===== src/rtl/key_note_controller.sv =====
// Keyboard front end: synchronises and debounces raw keys, resolves held keys to a
// single note (lowest-index or last-pressed priority), tracks octave, emits note events.
module key_note_controller #(
  parameter int NUM_KEYS        = 7,
  parameter int NOTE_W          = 4,
  parameter int DEBOUNCE_CYCLES = 1000000,
  parameter int CNT_W           = 20
) (
  input  logic                clk,
  input  logic                rst,
  input  logic [NUM_KEYS-1:0] keys_raw,
  input  logic                mode,
  input  logic                octave_up,
  input  logic                octave_down,
  output logic [NOTE_W-1:0]   note_out,
  output logic [NUM_KEYS-1:0] led_out,
  output logic [1:0]          octave_out,
  output logic                note_valid,
  output logic                note_on,
  output logic                note_off
);

  localparam int IDX_W = (NUM_KEYS > 1) ? $clog2(NUM_KEYS) : 1;
  localparam logic [CNT_W-1:0] CNT_LAST = CNT_W'(DEBOUNCE_CYCLES - 1);

  logic [NUM_KEYS-1:0] sync1_reg;
  logic [NUM_KEYS-1:0] sync2_reg;
  logic [NUM_KEYS-1:0] stable_reg;
  logic [NUM_KEYS-1:0] stable_next;
  logic [NUM_KEYS-1:0] rise;
  logic [IDX_W-1:0]    last_reg;
  logic [IDX_W-1:0]    last_next;

  logic [IDX_W-1:0]    lowest_idx;
  logic                any_pressed;
  logic [IDX_W-1:0]    sel_idx;
  logic [NOTE_W-1:0]   sel_note;
  logic [NUM_KEYS-1:0] sel_led;

  logic [1:0]          oct_reg;
  logic [1:0]          oct_next;
  logic [NOTE_W-1:0]   note_reg;
  logic [NUM_KEYS-1:0] led_reg;
  logic                valid_reg;
  logic                on_reg;
  logic                off_reg;
  logic                on_next;
  logic                off_next;

  always_ff @(posedge clk) begin
    if (rst) begin
      sync1_reg <= '0;
      sync2_reg <= '0;
    end else begin
      sync1_reg <= keys_raw;
      sync2_reg <= sync1_reg;
    end
  end

  // Per-key debounce: count consecutive cycles the synchronised level disagrees
  // with the accepted state; accept it once the run reaches DEBOUNCE_CYCLES.
  generate
    for (genvar gi = 0; gi < NUM_KEYS; gi++) begin : g_key
      logic [CNT_W-1:0] cnt_reg;
      logic [CNT_W-1:0] cnt_next;
      logic             bit_next;

      always_comb begin
        cnt_next = '0;
        bit_next = stable_reg[gi];
        if (sync2_reg[gi] != stable_reg[gi]) begin
          if (cnt_reg == CNT_LAST) begin
            bit_next = ~stable_reg[gi];
          end else begin
            cnt_next = cnt_reg + 1'b1;
          end
        end
      end

      always_ff @(posedge clk) begin
        if (rst) begin
          cnt_reg <= '0;
        end else begin
          cnt_reg <= cnt_next;
        end
      end

      assign stable_next[gi] = bit_next;
    end
  endgenerate

  assign rise = stable_next & ~stable_reg;

  // Simultaneous rising edges resolve to the lowest index.
  always_comb begin
    last_next = last_reg;
    for (int i = NUM_KEYS - 1; i >= 0; i--) begin
      if (rise[i]) begin
        last_next = IDX_W'(i);
      end
    end
  end

  always_ff @(posedge clk) begin
    if (rst) begin
      stable_reg <= '0;
      last_reg   <= '0;
    end else begin
      stable_reg <= stable_next;
      last_reg   <= last_next;
    end
  end

  always_comb begin
    lowest_idx  = '0;
    any_pressed = 1'b0;
    for (int i = NUM_KEYS - 1; i >= 0; i--) begin
      if (stable_reg[i]) begin
        lowest_idx  = IDX_W'(i);
        any_pressed = 1'b1;
      end
    end
  end

  always_comb begin
    sel_idx  = lowest_idx;
    sel_note = '0;
    sel_led  = '0;
    if (mode && stable_reg[last_reg]) begin
      sel_idx = last_reg;
    end
    if (any_pressed) begin
      sel_note         = NOTE_W'(sel_idx) + NOTE_W'(1);
      sel_led[sel_idx] = 1'b1;
    end
  end

  always_comb begin
    oct_next = oct_reg;
    if (octave_up && !octave_down && (oct_reg != 2'd2)) begin
      oct_next = oct_reg + 2'd1;
    end else if (octave_down && !octave_up && (oct_reg != 2'd0)) begin
      oct_next = oct_reg - 2'd1;
    end
  end

  // Events compare the new selection against what is currently on the outputs.
  always_comb begin
    on_next  = (sel_note != '0) && ((sel_note != note_reg) || (oct_next != oct_reg));
    off_next = (sel_note == '0) && (note_reg != '0);
  end

  always_ff @(posedge clk) begin
    if (rst) begin
      oct_reg   <= 2'd1;
      note_reg  <= '0;
      led_reg   <= '0;
      valid_reg <= 1'b0;
      on_reg    <= 1'b0;
      off_reg   <= 1'b0;
    end else begin
      oct_reg   <= oct_next;
      note_reg  <= sel_note;
      led_reg   <= sel_led;
      valid_reg <= (sel_note != '0);
      on_reg    <= on_next;
      off_reg   <= off_next;
    end
  end

  assign note_out   = note_reg;
  assign led_out    = led_reg;
  assign octave_out = oct_reg;
  assign note_valid = valid_reg;
  assign note_on    = on_reg;
  assign note_off   = off_reg;

endmodule


===== config.mk =====
export PLATFORM = sky130hd
export DESIGN_NAME = key_note_controller
export DESIGN_NICKNAME = d
export VERILOG_FILES = /design/src/rtl/key_note_controller.sv
export SDC_FILE = /design/constraint.sdc
export NUM_CORES = 1
export LEC_CHECK = 0
export ABC_AREA = 1
export BUFFER_PORTS_ARGS = -buffer_cell sky130_fd_sc_hd__buf_2
export CAP_MARGIN = 20
export CORE_MARGIN = 1.5
export CORE_UTILIZATION = 42
export DETAILED_ROUTE_END_ITERATION = 16
export PLACE_DENSITY = 0.6
export SYNTH_ARGS = -nofsm -noshare
export SYNTH_HDL_FRONTEND = slang
export SYNTH_SLANG_ARGS = --single-unit

===== constraint.sdc =====
create_clock -name clk -period 2.2 [get_ports clk]
set_input_delay 0.44 -clock clk [delete_from_list [all_inputs] [get_ports clk]]
set_output_delay 0.44 -clock clk [all_outputs]
set_load 0.05 [all_outputs]

; Yosys cells after proc, flatten, opt, wreduce, memory -nomap -nowiden
; Cells that the tools add are included.
[classes]
n_lt_le_gt_ge = 3
addsub = 10
n_reduce_logical = 29
n_bitwise = 17
n_eq_ne = 17
muxes = 42
[ops]
columns = cell, n
row1 = "20-bit by 1-bit adder with 20-bit output, second input constant", 7
row2 = "20-bit == test, second input constant", 7
row3 = 3-bit 2-to-1 mux, 11
row4 = 1-bit 2-to-1 mux, 24
row5 = 3-bit OR reduction, 8
row6 = 1-bit NOT, 15
row7 = 1-bit logical AND, 8
row8 = "3-bit by 4-bit < comparator with 1-bit output, second input constant", 2
row9 = 2-bit 2-to-1 mux, 4
row10 = 4-bit nonzero test, 2
row11 = 7-bit bitwise AND, 1
row12 = 1-bit != test, 7
row13 = 7-bit NOT, 1
row14 = 6-bit nonzero test, 1
row15 = 5-bit nonzero test, 1
row16 = 5-bit OR reduction, 1
row17 = "3-bit by 1-bit adder with 4-bit output, second input constant", 1
row18 = 4-bit zero test, 1
row19 = 4-bit 2-to-1 mux, 1
row20 = 4-bit != test, 1
row21 = 2-bit OR reduction, 2
row22 = 1-bit binary-select mux with 3-bit select, 1
row23 = 1-bit demux with 3-bit select, 1
row24 = "3-bit by 1-bit >= comparator with 1-bit output, second input constant", 1
row25 = other kinds (8), 9
[totals]
register_bits = 180
out_inout_bits = 16
input_bits = 12
wordCells = 137

; Logic depth before layout (Yosys ltp)
[logic_depth]
ltp_word = 13
depth_mapped = 17
mapped_depth_nobuf = 17

; Worst setup path before layout
; OpenSTA, ideal clock, no wires.
[synth_path]
path_type = reg-to-reg
from = register last_reg[0]
to = register on_reg (netlist: note_on)
path_stages_with_launch = 16
setup_time_ns = 0.112
arrival_ns = 1.870
synth_period_minus_slack_ns = 1.982
n_path_buf = 0
required_time_ns = 2.088
path_slack_ns = 0.218
cell_sequence = dfxtp_1 -> inv_1 -> nand2_1 -> nand3_1 -> nand3_1 -> nand3_1 -> nand3_1 -> o21a_1 -> inv_1 -> ha_1 -> nand2_1 -> xnor2_1 -> nor2_1 -> nand4_1 -> nor2_1 -> nor2_1
[synth_via]
elab_chain_len = 9
elab_cells_between_ends = 10
cone_classes = 1 x add/sub / 1 x eq/ne / 4 x mux / 4 x reduce/logical
[synth_lines]
columns = item, line_no
row1 = "start, declared", 31  ; logic [IDX_W-1:0] last_reg;
row2 = "start signal, assigned", 110  ; last_reg <= last_next;
row3 = 1-bit binary-select mux with 3-bit select, 129  ; if (mode && stable_reg[last_reg]) begin
row4 = 1-bit 2-to-1 mux (implied by the code), 129
row5 = 1-bit logical AND, 129
row6 = 3-bit 2-to-1 mux *, 129
row7 = 3-bit by 1-bit adder with 4-bit output *, 133  ; sel_note = NOTE_W'(sel_idx) + NOTE_W'(1);
row8 = 4-bit 2-to-1 mux *, 132  ; if (any_pressed) begin
row9 = 4-bit != test, 149  ; on_next = (sel_note != '0) && ((sel_note != note_reg) || (oct_next != oct_reg));
row10 = 1-bit logical OR, 149
row11 = 1-bit logical AND *, 149
row12 = "end signal, assigned", 166  ; on_reg <= on_next;
row13 = "end, declared", 45  ; logic on_reg;
; Every way passes the cells marked *; elsewhere a longest branch is shown, timed or not. The select of a mux whose other input is x is not followed.
; A chain may end at the register's enable or synchronous reset.

; Worst setup path in the final report
[layout_path]
from = register stable_reg[3]
to = register on_reg (netlist: note_on)
[layout_via]
elab_chain_len = 10
elab_cells_between_ends = 18
cone_classes = 1 x add/sub / 1 x eq/ne / 12 x mux / 4 x reduce/logical
[layout_lines]
columns = item, line_no
row1 = "start, declared", 28  ; logic [NUM_KEYS-1:0] stable_reg;
row2 = "start signal, assigned", 109  ; stable_reg <= stable_next;
row3 = 3-bit 2-to-1 mux (4 in a row), 118  ; if (stable_reg[i]) begin
row4 = 3-bit 2-to-1 mux, 129
row5 = 3-bit by 1-bit adder with 4-bit output, 133
row6 = 4-bit 2-to-1 mux *, 132
row7 = 4-bit != test, 149
row8 = 1-bit logical OR, 149
row9 = 1-bit logical AND *, 149
; Marks and branches as above.

==> summary.md <==
| Metric | Value |
|---|---|
| FF-to-FF End | `note_on` |
| Sequential area share after synthesis | `44.1%` |
| Fin area | `about 0.0093 mm2` |
| Hold slack | `approximately 0.24 ns` |
| Outcome | `finished clean` |
| I/O pin total | `28` |
| R2R setup slack | `between 0.2 and 0.25 ns` |
| NumNets Final | `between 1,000 and 1,500` |
| Flip-flop count of the largest register after layout | `140` |
| Clock skew | `0.00908 ns` |
| Detailed Place HPWL | `around 12,000 um` |
| Setup ws final | `~0.24 ns` |
| Finish-stage setup viols | `0` |
| #FFs+latches synth | `180` |
| Slowest stage delay, CP | `0.36 ns` |
| Worst EP arrival | `2.27 ns` |
| Starting Density | `43.3%` |
| Leakage | `approximately 3.5 nW` |
| Max Transition Viols Final | `0` |
| CTS tree | `done` |
| Clock Path Buffers | `2` |
| Hold Path Depth | `3` |
| Core region area | `~0.019 mm2` |
| Hold Path Sink | `sync1_reg[3]` |
| Die span in x | `142 um` |
| Vias in the first global route | `6,293` |
| Fin crit period | `1.96 ns` |
| Top delay family on crit path | `simple AND/OR/NAND/NOR gates` |
| Max Fclk | `between 500 and 600 MHz` |
| Power density cells | `about 700 mW/mm2` |
| R2R depth | `15` |
| Antenna Nets Post-Route | `0` |
| PortBufs | `27` |
| Yosys cell types | `41` |
| Crit Path Class | `reg -> reg` |
| Top cell type's share of synthesized area | `approximately 44%` |
| Routed len/inst | `between 10 and 15 um` |
| All-Layer GR Usage | `approximately 17%` |
| Final Hold Viols | `0` |
| Syn Nets | `approximately 1,100` |
| Register Area | `roughly 0.0036 mm2` |
| DRT Pass-1 Iters | `5` |
| Layout area overhead | `14.0%` |
| Height of the die | `~140 um` |
| Largest net degree at the start of global routing | `25` |
| Hold path startpoint | `keys_raw[3]` |
| Filler instances | `between 1,500 and 2,000` |
| H-Tree Depth | `4` |
| CTS buffer count | `17` |
| RePlAce Congestion | `0.833` |
| Class of the worst hold path | `in -> reg` |
| First-pass GRT wire length | `around 28,000 um` |
| Initial antenna violation count | `0` |
| CP Data Required Time | `approximately 2.5 ns` |
| Drt total wl | `between 15,000 and 20,000 um` |
| Largest area contributor in the netlist | `dfxtp_1` |
| Dpl cells | `between 1,000 and 1,500` |
| CTS clk-pin slew, worst paths | `around 0.070 ns` |
| Post-Place Setup Slack | `approximately 0.086 ns` |
| Clk_lat worst skew | `0.42 ns` |
| Max-cap violations | `0` |
| Post-Syn Area | `approximately 0.0082 mm2` |
| Layout Cells excl Fill | `1,429` |
| R2r startpoint | `stable_reg[3]` |
| Cells after synthesis | `approximately 1,100` |
| Diode count | `0` |
| Syn avg cell area | `about 7.4 um2` |
| GRT overflow | `0` |
| Max FO, Critical Path | `5` |
| Largest cells by area after synthesis | `dfxtp_1 44%, nor2_1 8.1%, nand2_1 7.8%, inv_1 7.5%, nor3_1 3.9%` |
| CP Cell Sequence | `inv_2, nand2_1, nand3_1, nand3_2, nand3_4, nand3_1, o21a_1, inv_1, ha_1, nand2_1, xnor2_1, nor2_1, nand4_1, nor2_1, nor2_1` |
| Dpl cell area | `around 0.0087 mm2` |
| Site Rows | `50` |
| Clk root buf | `clkbuf_16` |
| Via count | `between 6,000 and 7,000` |
| Peak supply drop | `roughly 460 uV` |
| Most used cell, CP | `nor2_1` |
| Multi-input logic area | `between 0.003 and 0.004 mm2` |
| Worst path buffer plus inverter count | `2` |
| Share of cells above drive strength 1 | `a little over a tenth` |
| Critical Path Sink Type | `register` |
| Period utilization | `slightly below 90%` |
| DIE AREA | `about 0.02 mm2` |
| 1st-iter DRT viols | `approximately 320` |
| Synth warn | `0` |
| Final Util | `approximately half` |
| Vias/cell | `4.79` |
| Crit-path slowest cell | `dfxtp_2` |
| DRC | `0` |
| Sink Count | `between 150 and 200` |
| CP Launch Type | `register` |
-- cell usage in the layout (no fill, tap or decap), types with 8 or more instances in the layout --
master / count
ha_1: 10
dfxtp_1: 176
nor3b_1: 18
inv_1: 160
nand3_1: 55
nand4_1: 42
a21oi_1: 57
o21ai_0: 26
o21a_1: 14
nor4_1: 9
nor2_1: 177
xor2_1: 23
clkbuf_16: 17
buf_4: 17
buf_2: 27
nand3_2: 8
nor2_2: 13
nor3_1: 63
nand2_1: 170
xnor2_1: 13
-- cell families (layout without fill, tap and decap cells) --
kind of cell | count (synthesis) | count (layout) | share of synthesized area, %
AO/OA/AOI/OAI | 116 | 116 | 8.11
XOR/XNOR | 36 | 36 | 3.86
AND/OR/NAND/NOR | 587 | 587 | 33.9
buffers and inverters | 180 | 238 | 8.36
other | 1 | 1 | 0.0459
adder cells (fa/ha/maj) | 10 | 10 | 1.53
multiplexers | 1 | 1 | 0.122
flip-flops | 180 | 180 | 44.1
-- power by group --
group	switching, mW	leakage, nW	total, mW	internal, mW
sequential	0.0126	1.46	3.29	3.28
clock	1.23	0.278	3.06	1.83
combinational	0.0915	1.74	0.134	0.0423
-- area by class of cell --
| class | instances | area share [%] |
|---|---|---|
| repair buffers | 44 | 2.82 |
| clock inverters | 8 | 1.36 |
| flip-flops and latches | 180 | 38.8 |
| well taps | 260 | 3.49 |
| inverters | 165 | 6.65 |
| multi-input cells | 751 | 42.0 |
| clock buffers | 21 | 4.94 |
-- Yosys cell counts (all sizes together) --
master and n:
nor2 193, dfxtp 180, nand2 175, inv 165, nor3 68, nand3 64
a21oi 57, nand4 43, o21ai 26, xor2 23, nor3b 18, o21a 14
xnor2 13, nor4 12, ha 10, clkbuf 9, a31oi 6, buf 6
and3 5, a211oi 4, nand3b 4, or2 4, a221oi 2, a311oi 2
o21bai 2, conb 1, mux2i 1, nand2b 1, o211ai 1, o21ba 1
o31ai 1
-- routing by layer --
| metal | global-route usage, % | part of all wire, % |
|---|---|---|
| met1 | 21.3 | 50 |
| met2 | 27.9 | 47 |
| met3 | 3.87 | 2.5 |
| met5 | 0 | 0 |
| met4 | 3.91 | 0.79 |
-- tightest hold or removal path: cells and delay by family --
| family | cells | cell delay [ns] |
|---|---|---|
| buffers and inverters | 2 | 0.14 |
| and+or+nand+nor | 1 | 0.03 |
-- how the worst max path moves through the flow --
| stage | start | endpoint | slack (ns) | depth (start not counted) |
|---|---|---|---|---|
| after floorplan | last_reg[0] | note_on | 0.22 | 15 |
| after detailed placement | last_reg[0] | note_on | 0.09 | 15 |
| after CTS | last_reg[0] | note_on | 0.07 | 15 |
| after global placement | last_reg[0] | note_on | 0.14 | 15 |
| final | stable_reg[3] | note_on | 0.24 | 15 |
| after global routing | stable_reg[3] | note_on | -0.001 | 15 |
-- timing repair --
item | in CTS | in global routing
setup buffers | 0 | 0
endpoints found under the setup margin | 0 | 3
hold buffers | 0 | 0
resized for setup | 0 | 13
-- per-stage QoR --
stage          total power, mW  setup TNS [ns]
3_3_place_gp              3.50               0
5_1_grt                   6.73        -0.00104
4_1_cts                   6.58               0
3_5_place_dp              3.50               0
2_1_floorplan             3.46               0
6_report                  6.49               0
Note: power is estimated with default switching activity, not from simulation.
